### src/rtl/param_bank_staged_pkg.sv
// Shared definitions for the staged parameter bank: IEEE-754 default
// constants for the model cores, well-known slot indices, the commit FSM
// state type and a small word-assembly helper.
package param_bank_staged_pkg;

  localparam int DATA_W = 32;

  // IEEE-754 single-precision constants used as parameter defaults
  localparam logic [DATA_W-1:0] IEEE_1       = 32'h3F80_0000;
  localparam logic [DATA_W-1:0] PPS_COEF_DEF = 32'h3F66_6666;
  localparam logic [DATA_W-1:0] GAMMA_DEF    = 32'h42A0_0000;
  localparam logic [DATA_W-1:0] BDAMP1_DEF   = 32'h3E71_4120;
  localparam logic [DATA_W-1:0] BDAMP2_DEF   = 32'h3D14_4674;
  localparam logic [DATA_W-1:0] BDAMPC_DEF   = 32'h3C58_44D0;

  // Slot indices of the parameters the model cores expect
  localparam int SLOT_GAMMA_DYN = 0;
  localparam int SLOT_GAMMA_STA = 1;
  localparam int SLOT_BDAMP1    = 2;
  localparam int SLOT_BDAMP2    = 3;
  localparam int SLOT_BDAMPC    = 4;
  localparam int SLOT_PPS_COEF  = 5;
  localparam int SLOT_GAIN      = 6;
  localparam int SLOT_CLK_HALF  = 7;

  // Commit FSM: IDLE has nothing pending, ARMED waits for a tick,
  // HOLD has seen a tick while frozen and commits as soon as freeze drops
  typedef enum logic [1:0] {
    ST_IDLE  = 2'd0,
    ST_ARMED = 2'd1,
    ST_HOLD  = 2'd2
  } bank_state_t;

  // The host delivers each 32-bit word as two 16-bit wire halves
  function automatic logic [DATA_W-1:0] pack_word(input logic [15:0] hi,
                                                  input logic [15:0] lo);
    return {hi, lo};
  endfunction

endpackage

### src/rtl/param_bank_staged_slot.sv
// One parameter slot: a shadow register loaded by the host trigger, an
// active register seen by the model cores, and a pending flag marking a
// shadow value that has not yet been committed.
module param_bank_staged_slot
  import param_bank_staged_pkg::*;
#(
  parameter int            DW        = DATA_W,
  parameter logic [DW-1:0] RESET_VAL = '0,
  parameter bit            IMMEDIATE = 1'b0
) (
  input  logic          clk,
  input  logic          reset,
  input  logic          load,
  input  logic          apply,
  input  logic [DW-1:0] data,
  output logic [DW-1:0] shadow,
  output logic [DW-1:0] active,
  output logic          pending
);

  // Shadow/active/pending update; an apply always takes the shadow value
  // from before a same-cycle load, and that load stays pending
  always_ff @(posedge clk or posedge reset) begin
    if (reset) begin
      shadow  <= RESET_VAL;
      active  <= RESET_VAL;
      pending <= 1'b0;
    end else if (IMMEDIATE) begin
      if (load) begin
        shadow <= data;
        active <= data;
      end
      pending <= 1'b0;
    end else begin
      if (apply && pending) begin
        active <= shadow;
      end
      if (load) begin
        shadow  <= data;
        pending <= 1'b1;
      end else if (apply) begin
        pending <= 1'b0;
      end
    end
  end

endmodule

### src/rtl/param_bank_staged.sv
// Double-buffered bank of trigger-loaded model parameters. Host writes
// land in per-slot shadows; every pending slot is copied to the active
// outputs together on a simulation-step tick so the model cores never
// see a half-updated parameter set. Also provides a registered readback
// of either the active or the shadow copy of any slot.
module param_bank_staged
  import param_bank_staged_pkg::*;
#(
  parameter int                  N_REG     = 16,
  parameter int                  DW        = DATA_W,
  parameter int                  SEL_W     = (N_REG > 1) ? $clog2(N_REG) : 1,
  parameter logic [N_REG*DW-1:0] DEFAULTS  = '0,
  parameter bit                  IMMEDIATE = 1'b0
) (
  input  logic                clk,
  input  logic                reset,
  input  logic [N_REG-1:0]    trig,
  input  logic [15:0]         wire_lo,
  input  logic [15:0]         wire_hi,
  input  logic                commit_tick,
  input  logic                freeze,
  input  logic [SEL_W-1:0]    rd_sel,
  input  logic                rd_shadow,
  output logic [N_REG*DW-1:0] params,
  output logic [DW-1:0]       rd_data,
  output logic [N_REG-1:0]    pending,
  output logic                commit_ack,
  output logic [15:0]         commit_cnt
);

  logic [DW-1:0]       data_word;
  logic [N_REG*DW-1:0] shadow_flat;
  logic [N_REG*DW-1:0] active_flat;
  logic [N_REG-1:0]    pending_vec;
  logic                any_trig;
  logic                apply;
  logic                commit_evt;
  logic [DW-1:0]       rd_next;
  bank_state_t         state_q;
  bank_state_t         state_d;

  assign data_word = DW'(pack_word(wire_hi, wire_lo));
  assign any_trig  = |trig;

  for (genvar i = 0; i < N_REG; i++) begin : g_slot
    param_bank_staged_slot #(
      .DW        (DW),
      .RESET_VAL (DEFAULTS[i*DW +: DW]),
      .IMMEDIATE (IMMEDIATE)
    ) u_slot (
      .clk     (clk),
      .reset   (reset),
      .load    (trig[i]),
      .apply   (apply),
      .data    (data_word),
      .shadow  (shadow_flat[i*DW +: DW]),
      .active  (active_flat[i*DW +: DW]),
      .pending (pending_vec[i])
    );
  end

  // Commit FSM state register
  always_ff @(posedge clk or posedge reset) begin
    if (reset) begin
      state_q <= ST_IDLE;
    end else begin
      state_q <= state_d;
    end
  end

  // Commit FSM next state; a trigger arriving with the commit keeps us armed
  always_comb begin
    state_d = state_q;
    if (IMMEDIATE) begin
      state_d = ST_IDLE;
    end else begin
      case (state_q)
        ST_IDLE: begin
          if (any_trig) state_d = ST_ARMED;
        end
        ST_ARMED: begin
          if (commit_tick) begin
            if (freeze)        state_d = ST_HOLD;
            else if (any_trig) state_d = ST_ARMED;
            else               state_d = ST_IDLE;
          end
        end
        ST_HOLD: begin
          if (!freeze) state_d = any_trig ? ST_ARMED : ST_IDLE;
        end
        default: state_d = ST_IDLE;
      endcase
    end
  end

  // Commit FSM output: when the pending set is copied to the active outputs
  always_comb begin
    apply = 1'b0;
    if (!IMMEDIATE) begin
      case (state_q)
        ST_ARMED: apply = commit_tick && !freeze;
        ST_HOLD:  apply = !freeze;
        default:  apply = 1'b0;
      endcase
    end
    commit_evt = IMMEDIATE ? any_trig : apply;
  end

  // Acknowledge pulse and wrapping commit counter
  always_ff @(posedge clk or posedge reset) begin
    if (reset) begin
      commit_ack <= 1'b0;
      commit_cnt <= '0;
    end else begin
      commit_ack <= commit_evt;
      if (commit_evt) commit_cnt <= commit_cnt + 16'd1;
    end
  end

  // Readback select; out-of-range selects yield zero
  always_comb begin
    rd_next = '0;
    for (int i = 0; i < N_REG; i++) begin
      if (int'(rd_sel) == i) begin
        rd_next = rd_shadow ? shadow_flat[i*DW +: DW] : active_flat[i*DW +: DW];
      end
    end
  end

  // Registered readback so no input reaches an output combinationally
  always_ff @(posedge clk or posedge reset) begin
    if (reset) begin
      rd_data <= '0;
    end else begin
      rd_data <= rd_next;
    end
  end

  assign params  = active_flat;
  assign pending = pending_vec;

endmodule
### config.mk
export PLATFORM = sky130hd
export DESIGN_NAME = param_bank_staged
export DESIGN_NICKNAME = d
export VERILOG_FILES = /design/src/rtl/param_bank_staged_pkg.sv /design/src/rtl/param_bank_staged_slot.sv /design/src/rtl/param_bank_staged.sv
export SDC_FILE = /design/constraint.sdc
export NUM_CORES = 2
export LEC_CHECK = 0
export ABC_AREA = 1
export BUFFER_PORTS_ARGS = -buffer_cell sky130_fd_sc_hd__buf_4
export CORE_ASPECT_RATIO = 1.25
export CORE_MARGIN = 8
export CORE_UTILIZATION = 25
export DETAILED_ROUTE_END_ITERATION = 12
export GPL_TIMING_DRIVEN = 0
export PLACE_DENSITY_LB_ADDON = 0.12
export SLEW_MARGIN = 10
export SYNTH_ARGS = -nofsm -noshare
export SYNTH_HDL_FRONTEND = slang
export SYNTH_HIERARCHICAL = 1
export SYNTH_SLANG_ARGS = --single-unit
### constraint.sdc
create_clock -name clk -period 2.9 [get_ports clk]
set_input_delay 0.29 -clock clk [delete_from_list [all_inputs] [get_ports clk]]
set_output_delay 0.29 -clock clk [all_outputs]
set_load 0.05 [all_outputs]
==> impl_results.md <==
- Hold EP: g_slot[14].u_slot/shadow[23]
- First-pass GRT wire length: 421000 um
- DRT iter0 DRCs: 5529
- Worst r2r dst: rd_data[1]
- Cell variety after synth: 33
- Grt met2 use: a little over two fifths
- RSZ-0062 raised after global routing: yes
- Die height: ~530 um
- Clk Tree Root Cell: clkbuf_16
- Area Growth Syn to Fin: 27.2%
- Main combinational cell family by area after synthesis: simple AND/OR/NAND/NOR gates
- Synth area leader: dfrtp_1
- Tmin final: 3120 ps
- Critical Path Start Type: flip-flop
- Post-DP HPWL: between 200000 and 250000 um
- Slew Limit Fails: 0
- Clock share of power: between 20% and 30%
- Compound-Gate Fraction of Synth Area: between 4 and 5%
- Clock edge transition at the registers on the reported setup and hold paths: 60 ps
- Commonest non-fill, non-tap cell in the layout: nand2_1
- Req. time, crit path: roughly 3600 ps
- Die Area: roughly 220000 um^2
- Most frequent cells in the layout: nand2_1 (3530), dfrtp_1 (1086), buf_4 (799)
- Design area: between 60000 and 70000 um^2
- Final total power: slightly above 70 mW
- Nets@finish: roughly 7500
- Power per cell area: between 1000 and 1500 nW/um^2
- Worst setup EP type: flip-flop
- Internal cell power: 37.5 mW
- Antenna Nets Post-Route: 0
- Clock Path Buffers: 3
- Hold WS: ~47 ps
- Switching power: 34.5 mW
- Initial antenna violation count: 24
- Worst-path fanout max: 2
- Placed cell area: between 60000 and 70000 um^2
- Post-synth EDFFs: 0
- CORE AREA: around 210000 um^2
- Flop pwr share: about 33%
- Routed WL per cell: about 30 um
- Via count: 50200
- Met1 Resource Use GR: between 30% and 40%
- Worst-Skew Late Latency: 830 ps
- Post-synthesis sequential area ratio: between 50% and 60%
- Syn Area/Cell: 7.93 um^2
- Max Cap Viol: 0
- Simple-gate area share of the yosys netlist: 35.9%
- Placed cells: approximately 10000
- Routability cong.: between 0.9 and 1
- DRC viols: 0
- Final Hold Viols: 0
- Critical R2R Launch: g_slot[4].u_slot/shadow[1]
- Max incr delay on CP: ~600 ps
- Post-Syn Instances: between 6000 and 7000
- Syn Nets: roughly 6700
- Flop2flop setup slack: -220 ps
- Worst r2r path cells: 9
- Largest net degree at the start of global routing: 60
- Post-synthesis adder-cell area fraction: 0.119%
- Mapped Area: around 52000 um^2
- Peak supply drop: 0.746 mV
- Slew @ Worst Pin: 1150 ps
- Post-route clock skew: a little under 50 ps
- Status: finished, violations left
- Area contributors post-synth: dfrtp_1 (52%), nand2_1 (25%), nand3_1 (5.6%), o211ai_1 (2.7%), buf_6 (2.5%)
- CTS tree: built
- Final period util: 108%
- Most Crowded Layer GR: met2
- CP cell instances: or2_4 > o211ai_1 > nand4_1 > nor2_2 > nand4_1 > nand2_1 > nand3_2 > nand2_4 > nand3_2
- Final worst slack: -224 ps
- Final Setup Violations: 13
- Number of synthesized register bits: around 1100
- Mux cell area share after synthesis: less than 1%
- Worst Hold Class: in -> reg
- Non-Filler Instances: 10300
- Num ports: ~630
- Initial DRT Pass Iterations: 5
- Via/cell ratio: 4.86
- Kind of critical path: reg -> reg
- Post-Synth XOR/XNOR Area: less than 1%
- Min-Delay Path Depth: 3
- Rows: 188
- Failing checks: negative setup slack
- Worst Path Arrival: approximately 3800 ps
- Ys flop type: dfrtp_1
- Pleak: 35.0 nW
- Met3 Usage GRT: under 10%
- Min-delay src: wire_hi[7]
- Asr flop ratio synth: between 90% and 100%
- Final WL: between 300000 and 400000 um
- Syn. warnings: 6
- Clock sink total: 1091
- CP max stage cell: nand4_1
- Fmax: ~0.32 GHz
- Layout cells sized above 1: a little over a fifth
- Total Routing Usage GR: between 20% and 30%
- Slew HR: a little under a quarter
- CTS buffer count: roughly 130
- Die Width: 426 um
- Vias in the first global route: slightly below 50000
- Fillers: about 23000
- Setup TNS: -947 ps
- Initial core utilization: between 20% and 30%
- IO buf count: between 600 and 700
- Yosys top cell area share: 52.1%
- Switching Share: 47.9%
- Comb power frac: 42.0%
- H-tree levels: 4
- Residual overflow from global routing: 0
metal layers:
| metal | part of all wire (%) | vias up |
|---|---|---|
| met5 | 0 | - |
| met4 | 6.4 | 0 |
| met3 | 7.7 | 473 |
| met2 | 46 | 2156 |
| met1 | 40 | 24800 |
| li1 | - | 22800 |
logic make-up (layout without fill, tap and decap cells):
kind of cell	count (synthesis)	in the layout
AO/OA/AOI/OAI	396	396
other	0	6
adder cells (fa/ha/maj)	5	5
buffers and inverters	528	1471
XOR/XNOR	15	15
AND/OR/NAND/NOR	4579	4579
multiplexers	1	1
flip-flops	1091	1091
Yosys cell counts, types with 4 or more instances:
master,number
a31oi_1,18
buf_2,126
a21oi_1,131
nand2_2,4
clkbuf_1,57
or2_1,22
o21ai_1,5
buf_6,118
dfrtp_1,1091
nor2_2,9
xor2_1,8
buf_1,4
inv_1,49
inv_2,5
inv_4,17
o211ai_1,192
o21ai_0,49
nor4_1,4
nand4_1,78
nor3_1,14
nand2_4,16
nor2_1,122
or2_2,170
nand2_1,3550
ha_1,5
buf_4,152
xnor2_1,7
nand3_1,586
cell type report:
class	count	area (um^2)	area share, %
sequential	1091	27300	40.9
multi-input combinational	4996	22000	32.9
timing repair buffer	703	5710	8.56
clock buffer	193	3980	5.97
tap	2755	3450	5.17
buffer	457	3330	4.99
clock inverter	47	592	0.887
inverter	71	354	0.531
antenna	6	15.0	0.0225
worst max-delay path: cells and delay by family, from the launching register on:
kind               cells  cell delay, ps
DFF                    1             380
and+or+nand+nor        8            2350
AOI/OAI and AO/OA      1             280
power by group through the flow:
stage / Combinational, mW / Sequential [mW] / Clock (mW)
after global routing: 32.1 / 24.3 / 18.7
final: 30.2 / 24.0 / 17.8
after detailed placement: 30.3 / 24.1 / 0
after CTS: 30.5 / 23.9 / 18.2
after floorplan: 8.09 / 32.8 / 0
after global placement: 30.0 / 24.1 / 0
metrics by stage:
step | worst slack (ps) | utilization, %
4_1_cts | -174 | 31.8
3_5_place_dp | -1640 | 29.3
6_report | -224 | 31.9
3_3_place_gp | -1660 | 29.0
2_1_floorplan | 873 | -
5_1_grt | -148 | 31.9
how the worst max path moves through the flow:
stage	start	to	slack [ps]	cells after the start
after floorplan	commit_cnt[0]	commit_cnt[14]	870	9
after global placement	rd_sel[1]	rd_data[25]	-1660	15
after detailed placement	rd_sel[1]	rd_data[25]	-1640	15
after global routing	g_slot[4].u_slot/shadow[1]	rd_data[1]	-150	9
final	g_slot[4].u_slot/shadow[1]	rd_data[1]	-220	9
after CTS	g_slot[4].u_slot/active[1]	rd_data[1]	-170	8
registers in the layout, indices dropped and copies added (netlist names):
| signal | count |
|---|---|
| g_slot.u_slot/shadow | 512 |
| commit_cnt | 16 |
| state_q | 2 |
| commit_ack | 1 |
| g_slot.u_slot/active | 512 |
| rd_data | 32 |
| g_slot.u_slot/pending | 16 |
timing repair:
| item | in CTS | in global routing |
|---|---|---|
| pin swaps | 40 | 27 |
| hold buffers | 38 | 0 |
| setup endpoints to repair | 24 | 10 |
| resized for setup | 102 | 16 |
| buffers inserted | 7 | 6 |
| hold endpoints to repair | 382 | 0 |
(Power assumes the default switching activity.)
